`src/rtl/instruction_fetch_if.sv`:
```
// Instruction-memory read channel between the fetch unit (master) and memory (slave).
// One request is outstanding at a time; IM_ACK returns data for exactly one cycle.
interface instruction_fetch_if #(
  parameter int ADDR_W = 16
);
  logic              IM_REQ;
  logic [ADDR_W-1:0] IM_ADDR;
  logic              IM_ACK;
  logic [31:0]       IM_DATA;

  modport master (
    output IM_REQ,
    output IM_ADDR,
    input  IM_ACK,
    input  IM_DATA
  );

  modport slave (
    input  IM_REQ,
    input  IM_ADDR,
    output IM_ACK,
    output IM_DATA
  );
endinterface

```
`src/rtl/instruction_fetch.sv`:
```
// Instruction fetch and field decode: owns PC, fetches over the IM request/ack channel.
// Optional fetch watchdog enabled by defining IF_TIMEOUT_EN.
module instruction_fetch #(
  parameter int                ADDR_W      = 16,
  parameter logic [ADDR_W-1:0] RESET_PC    = '0,
  parameter int                TIMEOUT_CYC = 15
) (
  input  logic                CLK,
  input  logic                RST,
  instruction_fetch_if.master imem,
  input  logic                W_IM,
  input  logic                W_PC,
  input  logic                S_MXPC,
  input  logic [ADDR_W-1:0]   BR_TARGET,
  output logic [ADDR_W-1:0]   PC,
  // "type" is a reserved word, so the IR[31:29] field is exported as ins_type
  output logic [2:0]          ins_type,
  output logic [4:0]          op,
  output logic [3:0]          RC,
  output logic [3:0]          RA,
  output logic [3:0]          RB,
  output logic [15:0]         IMM,
  output logic                IR_VALID,
  output logic                IF_BUSY,
  output logic                IM_ERR
);

  typedef enum logic {
    IDLE,
    FETCH
  } state_t;

  state_t            state;
  logic [ADDR_W-1:0] pc;
  logic [ADDR_W-1:0] pc_next;
  logic [ADDR_W-1:0] fetch_addr;
  logic [31:0]       ir;
  logic              dirty;
  logic              stale;
  logic              ir_valid;
  logic              im_req;

  logic              start;
  logic              timeout;
  logic              stay_fetch;

  assign start      = (state == IDLE) && W_IM && dirty;
  assign stay_fetch = start || ((state == FETCH) && !imem.IM_ACK && !timeout);
  assign pc_next    = S_MXPC ? BR_TARGET : pc + ADDR_W'(1);

`ifdef IF_TIMEOUT_EN
  localparam int CW = (TIMEOUT_CYC < 1) ? 1 : $clog2(TIMEOUT_CYC + 1);

  logic [CW-1:0] wd_cnt;
  logic          im_err;

  assign timeout = (state == FETCH) && !imem.IM_ACK && (wd_cnt == CW'(TIMEOUT_CYC - 1));

  always_ff @(posedge CLK) begin
    if (RST) begin
      wd_cnt <= '0;
      im_err <= 1'b0;
    end else begin
      if (start) begin
        wd_cnt <= '0;
      end else if ((state == FETCH) && !imem.IM_ACK && !timeout) begin
        wd_cnt <= wd_cnt + CW'(1);
      end
      if (timeout) begin
        im_err <= 1'b1;
      end
    end
  end

  assign IM_ERR = im_err;
`else
  // Watchdog limit has no effect in this build.
  localparam int UNUSED_TIMEOUT_CYC = TIMEOUT_CYC;

  assign timeout = 1'b0;
  assign IM_ERR  = 1'b0;
`endif

  always_ff @(posedge CLK) begin
    if (RST) begin
      state      <= IDLE;
      pc         <= RESET_PC;
      fetch_addr <= '0;
      ir         <= '0;
      dirty      <= 1'b1;
      stale      <= 1'b0;
      ir_valid   <= 1'b0;
      im_req     <= 1'b0;
    end else begin
      case (state)
        IDLE: begin
          if (start) begin
            fetch_addr <= pc;
            im_req     <= 1'b1;
            state      <= FETCH;
          end
        end
        FETCH: begin
          if (imem.IM_ACK) begin
            if (!stale) begin
              ir       <= imem.IM_DATA;
              ir_valid <= 1'b1;
              dirty    <= 1'b0;
            end
            stale  <= 1'b0;
            im_req <= 1'b0;
            state  <= IDLE;
          end else if (timeout) begin
            stale    <= 1'b0;
            ir_valid <= 1'b0;
            im_req   <= 1'b0;
            state    <= IDLE;
          end
        end
        default: begin
          state  <= IDLE;
          im_req <= 1'b0;
        end
      endcase

      // PC write comes last so it overrides a same-cycle load; stale is only
      // marked when the fetch will still be in flight after this edge.
      if (W_PC) begin
        pc       <= pc_next;
        dirty    <= 1'b1;
        ir_valid <= 1'b0;
        if (stay_fetch) begin
          stale <= 1'b1;
        end
      end
    end
  end

  assign imem.IM_REQ  = im_req;
  assign imem.IM_ADDR = fetch_addr;
  assign IF_BUSY      = im_req;
  assign IR_VALID     = ir_valid;
  assign PC           = pc;

  assign ins_type = ir[31:29];
  assign op       = ir[28:24];
  assign RC       = ir[23:20];
  assign RA       = ir[19:16];
  assign RB       = ir[15:12];
  assign IMM      = ir[15:0];

endmodule

```
`src/flat_wrapper.sv`:
```
// flat-port wrapper written by rule: the top's interface ports become plain ports
module instruction_fetch_flat 
#(
  parameter int                ADDR_W      = 16,
  parameter logic [ADDR_W-1:0] RESET_PC    = '0,
  parameter int                TIMEOUT_CYC = 15
)
  (CLK, RST, W_IM, W_PC, S_MXPC, BR_TARGET, PC, ins_type, op, RC, RA, RB, IMM, IR_VALID, IF_BUSY, IM_ERR, imem_IM_REQ, imem_IM_ADDR, imem_IM_ACK, imem_IM_DATA);
  instruction_fetch_if #(.ADDR_W(ADDR_W)) imem_i ();
  input  logic CLK;
  input  logic RST;
  input  logic W_IM;
  input  logic W_PC;
  input  logic S_MXPC;
  input  logic [ADDR_W-1:0] BR_TARGET;
  output logic [ADDR_W-1:0] PC;
  output logic [2:0] ins_type;
  output logic [4:0] op;
  output logic [3:0] RC;
  output logic [3:0] RA;
  output logic [3:0] RB;
  output logic [15:0] IMM;
  output logic IR_VALID;
  output logic IF_BUSY;
  output logic IM_ERR;
  output wire logic [$bits(imem_i.IM_REQ)-1:0] imem_IM_REQ;
  output wire logic [$bits(imem_i.IM_ADDR)-1:0] imem_IM_ADDR;
  input wire logic [$bits(imem_i.IM_ACK)-1:0] imem_IM_ACK;
  input wire logic [$bits(imem_i.IM_DATA)-1:0] imem_IM_DATA;
  assign imem_IM_REQ = imem_i.IM_REQ;
  assign imem_IM_ADDR = imem_i.IM_ADDR;
  assign imem_i.IM_ACK = imem_IM_ACK;
  assign imem_i.IM_DATA = imem_IM_DATA;
  instruction_fetch #(.ADDR_W(ADDR_W), .RESET_PC(RESET_PC), .TIMEOUT_CYC(TIMEOUT_CYC)) u_core (.CLK(CLK), .RST(RST), .imem(imem_i), .W_IM(W_IM), .W_PC(W_PC), .S_MXPC(S_MXPC), .BR_TARGET(BR_TARGET), .PC(PC), .ins_type(ins_type), .op(op), .RC(RC), .RA(RA), .RB(RB), .IMM(IMM), .IR_VALID(IR_VALID), .IF_BUSY(IF_BUSY), .IM_ERR(IM_ERR));
endmodule
```
`config.mk`:
```
export PLATFORM = sky130hd
export DESIGN_NAME = instruction_fetch_flat
export DESIGN_NICKNAME = d
export VERILOG_FILES = /design/src/rtl/instruction_fetch_if.sv /design/src/rtl/instruction_fetch.sv /design/src/flat_wrapper.sv
export SDC_FILE = /design/constraint.sdc
export NUM_CORES = 1
export LEC_CHECK = 0
export CORE_MARGIN = 2
export CORE_UTILIZATION = 46
export CTS_CLUSTER_DIAMETER = 30
export DETAILED_ROUTE_END_ITERATION = 8
export PLACE_DENSITY_LB_ADDON = 0.1
export SLEW_MARGIN = 15
export SYNTH_ARGS = -nofsm -noshare
export SYNTH_HDL_FRONTEND = slang
export SYNTH_SLANG_ARGS = --single-unit
```
`constraint.sdc`:
```
create_clock -name CLK -period 4.43 [get_ports CLK]
set_input_delay 1.1075 -clock CLK [delete_from_list [all_inputs] [get_ports CLK]]
set_output_delay 1.1075 -clock CLK [all_outputs]
set_load 0.05 [all_outputs]
```
==> run summary, run 1 <==
Worst Path Class, Setup: in2reg
Post-route clock period utilization: 64.9%
Sink Count: 69
Setup crit start kind: input port
Minimum clock period: 2.88 ns
Initial antenna violation count: 0
Residual DRC: 0
Crit. End Element: flop
EDFF count, synth: 0
Largest net degree at the start of global routing: 38
# fillers: 512
Cells on worst reg2reg path: 5
Die Y: 84.7 um
Reg clk slew, reported paths: 0.07 ns
Ant. Diodes: 0
Core Area: 6310 sq um
Via/cell ratio: 5.28
Hold/Removal Path Class: reg2reg
Fin nets: 535
Share of the synthesized area in the top cell type: 46.2%
Row count: 29
PortBufs: 124
Via count: 2960
Total GRT Usage: 23.2%
ANT nets after route: 0
Num CTS Buffers: 9
Clock Latency Late Sink: 0.33 ns
Post-CTS Hold Fix Bufs: 0
Total grt overflow: 0
Root Driver: clkbuf_8
Critical Path AT: 3.13 ns
Post-synthesis sequential area ratio: 46.2%
DRT iter0 DRCs: 190
CTS tree: yes
Post-cts sizing count: 0
Setup bufs post-CTS: 0
Routability Congestion: 0.874
Syn Nets: 430
Slew headroom: 30.6%
Synth Register Bits: 69
Power per Cell Area: 347 nW/um^2
Peak VDD IR: 275 uV
Syn Area/Cell: 7.98 sq um
Area Growth Syn to Fin: 45.8%
Achievable Freq: 348 MHz
Routed wire length: 8.05 mm
Global-route wire length before repair: 13.5 mm
Status: complete, no violations
CP Max Fanout: 28
Main synth FF type: dfxtp_1
Unrepaired setup endpoints after global routing: no
H-tree depth: 3
Initial core utilization: 47.4%
Hold Vio Cnt, Final: 0
Async S/R FF share, synth: 0%
TNS Setup: 0 ns
Hold path cells: 2
LEAKAGE: 0.00153 uW
Post-Syn Area: 2990 sq um
I/O pins: 126
DPL Wire Length: 5.63 mm
Maxcap violations: 0
Share of cells above drive strength 1: 6.61%
Post-Route Skew: 0.00594 ns
R2R setup slack: 2.64 ns
Cell taking the most area after synthesis: dfxtp_1
Wire per inst: 14.4 um
Vias in the first global route: 2782
DR pass1 iterations: 5
Top post-synthesis cells by count: nand2_1, dfxtp_1, a21oi_1
Synth area leaders: dfxtp_1, nand2_1, a21oi_1, nor2_1, clkbuf_1
Die ar.: 7170 sq um
Cells after Synth: 375
Distinct cells, synth: 48
CTS max path bufs: 2
Final setup violation count: 0
Pwr Total: 1510 uW
WP data required: 4.68 ns
Slew @ Worst Pin: 1.04 ns
Slew Viols, Final: 0
YS warnings: 0
Die W: 84.7 um
Top-count cell post-synth: nand2_1
worst max-delay path, stage by stage:
cell	delay, ns
clkdlybuf4s50_1	1.06
inv_1	0.31
nor2_1	0.34
a22oi_1	0.13
a21oi_1	0.19
logic make-up (layout without fill, tap and decap cells):
kind of cell,count (synthesis),in the layout,share of synthesized area (%)
compound gates,100,100,19.4
fa+ha+maj,1,1,0.418
buf+inv,38,147,7.36
flops,69,69,46.2
mux,6,6,2.05
other cells,1,1,0.125
simple gates,160,160,24.5
routing by layer:
| metal | share of wire (%) | vias to the layer above | routed length, um | track usage (%) |
|---|---|---|---|---|
| li1 | - | 1479 | - | - |
| met1 | 43 | 1359 | 3460 | 29.2 |
| met2 | 48 | 116 | 3870 | 38.4 |
| met3 | 8.2 | 6 | 660 | 7.47 |
| met4 | 0.76 | 0 | 61 | 6.64 |
| met5 | 0 | - | 0 | 0 |
final timing paths:
check                                  startpoint                                   end
min          u_core.imem.IM_ADDR[10]$_SDFFE_PP0P_  u_core.imem.IM_ADDR[10]$_SDFFE_PP0P_
max                                        S_MXPC            u_core.PC[11]$_SDFFE_PP0P_
min reg2reg  u_core.imem.IM_ADDR[10]$_SDFFE_PP0P_  u_core.imem.IM_ADDR[10]$_SDFFE_PP0P_
max reg2reg             u_core.PC[0]$_SDFFE_PP0P_            u_core.PC[14]$_SDFFE_PP0P_
through the flow:
step / util [%] / cells / setup WS [ns] / area, sq um / hold WS (ns)
floorplan: - / 375 / 2.39 / 2990 / 0.459
global placement: 65.7 / 546 / 1.37 / 4150 / 0.441
detailed placement: 65.7 / 546 / 1.25 / 4150 / 0.446
CTS: 69.1 / 561 / 1.58 / 4360 / 0.455
global route: 69.1 / 561 / 1.37 / 4360 / 0.476
finish: 69.1 / 561 / 1.55 / 4360 / 0.452
flip-flops by register name (all words and copies together), names as in the netlist:
name / cells
u_core.IR_VALID: 1
u_core.state: 1
u_core.PC: 16
u_core.ir: 32
u_core.stale: 1
u_core.dirty: 1
u_core.imem.IM_ADDR: 16
u_core.IF_BUSY: 1
area by class of cell:
class / instances / area (sq um) / share of cell area, %
clock buffers: 11 / 141 / 3.24
clock inverters: 4 / 72.6 / 1.66
inverters: 5 / 18.8 / 0.430
multi-input cells: 268 / 1390 / 31.9
flip-flops and latches: 69 / 1380 / 31.7
well taps: 77 / 96.3 / 2.21
repair buffers: 127 / 1260 / 28.9
where the power goes:
group	total, uW	internal [uW]	switching [uW]
registers	674	646	28.4
logic	281	112	170
clock network	556	329	227
layout by cell type (no fill, tap or decap), types with 2 or more instances in the layout:
cell               n
o311a_2            2
o31ai_1            2
nor4_4             2
a21oi_1           67
nand2_1          106
nor4_1             4
clkbuf_8          10
nand4_1            2
buf_4              3
nor2b_1            3
inv_1              5
clkdlybuf4s50_1  123
o21ai_1            2
a22oi_1            6
or2_2              2
a31oi_1            2
mux2i_1            5
and3_1             5
nand3_1            5
nor3_1             3
a211oi_1           4
a211o_1            2
o21ai_0            6
dfxtp_1           69
nor2_1            19
bufinv_16          2
No activity file was read; power rests on OpenSTA's default activity.
==> run 2: changes to the inputs <==
--- a/config.mk
+++ b/config.mk
@@ -6,7 +6,7 @@
 export NUM_CORES = 1
 export LEC_CHECK = 0
 export CORE_MARGIN = 2
-export CORE_UTILIZATION = 46
+export CORE_UTILIZATION = 43
 export CTS_CLUSTER_DIAMETER = 30
 export DETAILED_ROUTE_END_ITERATION = 8
 export PLACE_DENSITY_LB_ADDON = 0.1
==> constraint.sdc (replaced) <==
create_clock -name CLK -period 2.65 [get_ports CLK]
set_input_delay 0.6625 -clock CLK [delete_from_list [all_inputs] [get_ports CLK]]
set_output_delay 0.6625 -clock CLK [all_outputs]
set_load 0.05 [all_outputs]
==> run summary, run 2 (same netlist as run 1, synthesis figures left out) <==
Initial antenna violation count: 0
Post-cts sizing count: 0
FF+latch area: 1380 sq um
Achievable Freq: 418 MHz
Top reg by flops: u_core.ir
CP delay by family, top: buffers and inverters
Reg clk slew, reported paths: 0.08 ns
Most frequent cells in the layout: clkdlybuf4s50_1, nand2_1, dfxtp_1, a21oi_1, nor2_1
Pre-CTS WS: 0.371 ns
TNS Setup: 0 ns
Num CTS Buffers: 9
Post-route clock period utilization: 90.4%
CTS max path bufs: 2
Hold/Removal Path Class: reg2reg
Slew @ Worst Pin: 0.598 ns
Crit. End Element: output pin
Die W: 87.4 um
Footprint of the multi-input gates: 1390 sq um
Initial core utilization: 44.3%
Global-route wire length before repair: 12.6 mm
ANT nets after route: 0
Status: complete, no violations
Final setup violation count: 0
CP Max Fanout: 8
I/O pins: 126
Row count: 30
Slowest cell on crit path: clkdlybuf4s50_1
Worst path max stage delay: 0.87 ns
Largest net degree at the start of global routing: 36
Total GRT Usage: 20.5%
WP data required: 1.99 ns
Die ar.: 7640 sq um
Worst path cell trace: clkdlybuf4s50_1
Via count: 2966
H-tree depth: 3
Total grt overflow: 0
Ant. Diodes: 0
Post-CTS Hold Fix Bufs: 0
Slew Viols, Final: 0
Root Driver: clkbuf_8
Peak VDD IR: 393 uV
Minimum clock period: 2.40 ns
Fin nets: 545
Setup crit start kind: flop
Vias in the first global route: 2702
Routed wire length: 7.87 mm
Share of cells above drive strength 1: 8.70%
DRT iter0 DRCs: 139
Post-Route Skew: 0.00948 ns
Setup bufs post-CTS: 0
Area Growth Syn to Fin: 49.2%
Worst Path Buf+Inv: 1
Final worst slack: 0.255 ns
Maxcap violations: 0
LEAKAGE: 0.00160 uW
Most common cell after layout, fill and taps aside: clkdlybuf4s50_1
Hold Vio Cnt, Final: 0
Slew headroom: 60.2%
Core Area: 6760 sq um
Wire per inst: 13.7 um
Worst Path Class, Setup: reg2out
Unrepaired setup endpoints after global routing: no
CTS tree: yes
Critical Path AT: 1.73 ns
Via/cell ratio: 5.17
DR pass1 iterations: 5
# fillers: 584
Residual DRC: 0
DPL Wire Length: 5.47 mm
Die Y: 87.4 um
Max reg flops: 32
Clock Latency Late Sink: 0.34 ns
PortBufs: 124
Power per Cell Area: 590 nW/um^2
Routability Congestion: 0.876
Sink Count: 69
run 2: final cells by class:
cell class,count,area share [%]
inverters,5,0.420
flip-flops and latches,69,30.9
repair buffers,137,29.9
well taps,80,2.24
clock inverters,6,2.52
multi-input cells,268,31.2
clock buffers,9,2.77
run 2: final timing paths:
check / cells past startpoint / startpoint / to / slack [ns]
min reg2reg: 2 / u_core.ir[25]$_SDFFE_PP0P_ / u_core.ir[25]$_SDFFE_PP0P_ / 0.45
max reg2reg: 5 / u_core.PC[0]$_SDFFE_PP0P_ / u_core.PC[14]$_SDFFE_PP0P_ / 0.87
max: 1 / u_core.PC[7]$_SDFFE_PP0P_ / PC[7] / 0.25
min: 2 / u_core.ir[25]$_SDFFE_PP0P_ / u_core.ir[25]$_SDFFE_PP0P_ / 0.45
run 2: routing by layer:
metal	vias up	global-route usage, %	routed length, um
li1	1496	-	-
met1	1344	27.7	3560
met2	115	31.4	3560
met3	11	5.69	663
met4	0	6.99	82
met5	-	0	0
run 2: report_power, final:
part | internal (uW) | switching [uW] | total, uW
registers | 1080 | 41.3 | 1120
clock network | 622 | 405 | 1030
logic | 197 | 292 | 489
total | 1900 | 738 | 2640
run 2: through the flow:
stage	utilization, %	power [uW]	hold slack [ns]	cell area (sq um)	std cells
CTS	66.1	2660	0.457	4460	574
detailed placement	62.6	1630	0.446	4230	559
floorplan	-	1440	0.459	2990	375
finish	66.1	2640	0.454	4460	574
global route	66.1	2730	0.472	4460	574
global placement	62.6	1630	0.441	4230	559
==> run 3: changes to the inputs <==
--- a/config.mk
+++ b/config.mk
@@ -5,8 +5,10 @@
 export SDC_FILE = /design/constraint.sdc
 export NUM_CORES = 1
 export LEC_CHECK = 0
+export ABC_AREA = 1
+export CORE_ASPECT_RATIO = 0.8
 export CORE_MARGIN = 2
-export CORE_UTILIZATION = 43
+export CORE_UTILIZATION = 42
 export CTS_CLUSTER_DIAMETER = 30
 export DETAILED_ROUTE_END_ITERATION = 8
 export PLACE_DENSITY_LB_ADDON = 0.1
==> run summary, run 3 <==
Routed wire length: 8.45 mm
Post-Synth XOR/XNOR Area: 1.20%
Adder-cell share of the synthesized area: 0.429%
Ant. Diodes: 0
Die ar.: 7630 sq um
Minimum clock period: 2.38 ns
Wire per inst: 13.7 um
Async S/R FF share, synth: 0%
Area Growth Syn to Fin: 51.4%
Vias in the first global route: 2789
Reg2Reg Launch Point: u_core.PC[1]$_SDFFE_PP0P_
Top-count cell post-synth: nor2_1
Status: complete, no violations
Cells after Synth: 407
# fillers: 625
Post-cts sizing count: 0
Core Area: 6790 sq um
H-tree depth: 3
Global-route wire length before repair: 13.6 mm
Achievable Freq: 420 MHz
Peak VDD IR: 414 uV
Via count: 3053
YS warnings: 0
Post-route clock period utilization: 89.8%
Final setup violation count: 0
Reg clk slew, reported paths: 0.07 ns
Power per Cell Area: 636 nW/um^2
Mux cell area share after synthesis: 0%
Die W: 97.2 um
Die Y: 78.5 um
CTS max path bufs: 2
Root Driver: clkbuf_8
Residual DRC: 0
DRT iter0 DRCs: 181
Setup bufs post-CTS: 0
Hold/Removal Path Class: reg2reg
Worst Setup SP: u_core.PC[4]$_SDFFE_PP0P_
Worst path max stage delay: 0.88 ns
Top reg by flops: u_core.ir
Slew @ Worst Pin: 0.546 ns
Most frequent cells in the layout: clkdlybuf4s50_1, nor2_1, dfxtp_1, nand2_1, o21ai_0
Hold Vio Cnt, Final: 0
Largest net degree at the start of global routing: 34
Setup crit start kind: flop
Worst Path Class, Setup: reg2out
Worst Path Buf+Inv: 1
Unrepaired setup endpoints after global routing: no
Synth area leaders: dfxtp_1, nor2_1, nand2_1, o21ai_0, o21ai_1
Critical Path AT: 1.72 ns
Post-Syn Area: 2920 sq um
Post-placement cell count: 600
Via/cell ratio: 4.96
Final Instance Count excl. Fillers: 616
PortBufs: 124
CTS tree: yes
Post-Route Skew: 0.00590 ns
Clock Latency Late Sink: 0.33 ns
Post-Synth Simple-Gate Area: 29.8%
Total grt overflow: 0
Crit. End Element: output pin
Main synth FF type: dfxtp_1
Share of the synthesized area in the top cell type: 47.4%
CP delay by family, top: buffers and inverters
Synth Register Bits: 69
Post-CTS Hold Fix Bufs: 0
Slowest cell on crit path: clkdlybuf4s50_1
Slew Viols, Final: 0
Post-synthesis sequential area ratio: 47.4%
DPL Wire Length: 6.02 mm
Worst path cell trace: clkdlybuf4s50_1
Routability Congestion: 0.894
Share of cells above drive strength 1: 7.56%
CP Max Fanout: 7
Initial antenna violation count: 0
ANT nets after route: 0
EDFF count, synth: 0
Compound-cell area share of the yosys netlist: 13.7%
Row count: 27
Maxcap violations: 0
LEAKAGE: 0.00182 uW
Syn Nets: 462
Distinct cells, synth: 22
TNS Setup: 0 ns
Cell taking the most area after synthesis: dfxtp_1
I/O pins: 126
DR pass1 iterations: 4
Total GRT Usage: 22.1%
Top post-synthesis cells by count: nor2_1, dfxtp_1, nand2_1
Hold_ws: 0.486 ns
Max reg flops: 32
Largest family of logic cells by synthesized area: simple AND/OR/NAND/NOR gates
Hold_sp: u_core.IR_VALID$_SDFFE_PP0P_
Slew headroom: 63.5%
Syn Area/Cell: 7.17 sq um
Initial core utilization: 43.0%
Num CTS Buffers: 9
Most common cell after layout, fill and taps aside: clkdlybuf4s50_1
Fin nets: 579
Sink Count: 69
WP data required: 1.99 ns
## run 3: changes by cell type in the layout (fill, tap and decap cells not counted), moves of 6 or more
| cell | change |
|---|---|
| nor2_1 | +95 |
| nand2_1 | -50 |
| a21oi_1 | -55 |
| inv_1 | +14 |
| buf_4 | -9 |
| a22oi_1 | -6 |
| o21ai_1 | +21 |
| nand3_1 | +12 |
| o21ai_0 | +32 |
## run 3: worst paths after layout
path                             endpoint  slack (ns)  cells after the start
max reg2reg    u_core.PC[14]$_SDFFE_PP0P_        1.13                      8
min          u_core.IR_VALID$_SDFFE_PP0P_        0.49                      2
min reg2reg  u_core.IR_VALID$_SDFFE_PP0P_        0.49                      2
max                                 PC[4]        0.27                      1
## run 3: final cells by class
class,instances,area [sq um],share of cell area [%]
sequential,69,1380,31.3
multi-input combinational,291,1320,29.9
timing repair buffer,129,1290,29.2
clock buffer,12,155,3.51
tap,87,109,2.47
inverter,24,90.1,2.04
clock inverter,4,70.1,1.59
## run 3: report_power, final
group,internal (uW),switching [uW],leakage [uW],total (uW)
Combinational,249,430,0.00114,679
Clock,579,380,0.000116,959
Sequential,1110,61.2,0.000567,1170
## run 3: worst register-to-register path: cells and delay by family, from the launching register on
kind | cells | cell delay, ns
and+or+nand+nor | 7 | 0.79
DFF | 1 | 0.41
adders and majority gates | 1 | 0.22
## run 3: logic make-up after synthesis
logic type	count (synthesis)
flip-flops	69
adder cells (fa/ha/maj)	1
buffers and inverters	47
AO/OA/AOI/OAI	78
XOR/XNOR	4
other	1
AND/OR/NAND/NOR	207
## run 3: per-layer routing
metal / vias to the layer above / track usage, % / share of wire, %
met4: 0 / 6.34 / 1.1
li1: 1532 / - / -
met1: 1372 / 31.2 / 47
met2: 141 / 32.6 / 43
met5: - / 0 / 0
met3: 8 / 6.68 / 8.2
## run 3: per-stage QoR
stage | total power [uW] | worst slack, ns | utilization (%) | instance area (sq um)
floorplan | 1600 | 0.979 | - | 2920
global placement | 1860 | 0.640 | 61.7 | 4190
detailed placement | 1870 | 0.584 | 61.7 | 4190
CTS | 2830 | 0.258 | 65.0 | 4420
global route | 2930 | 0.220 | 65.0 | 4420
finish | 2810 | 0.270 | 65.0 | 4420
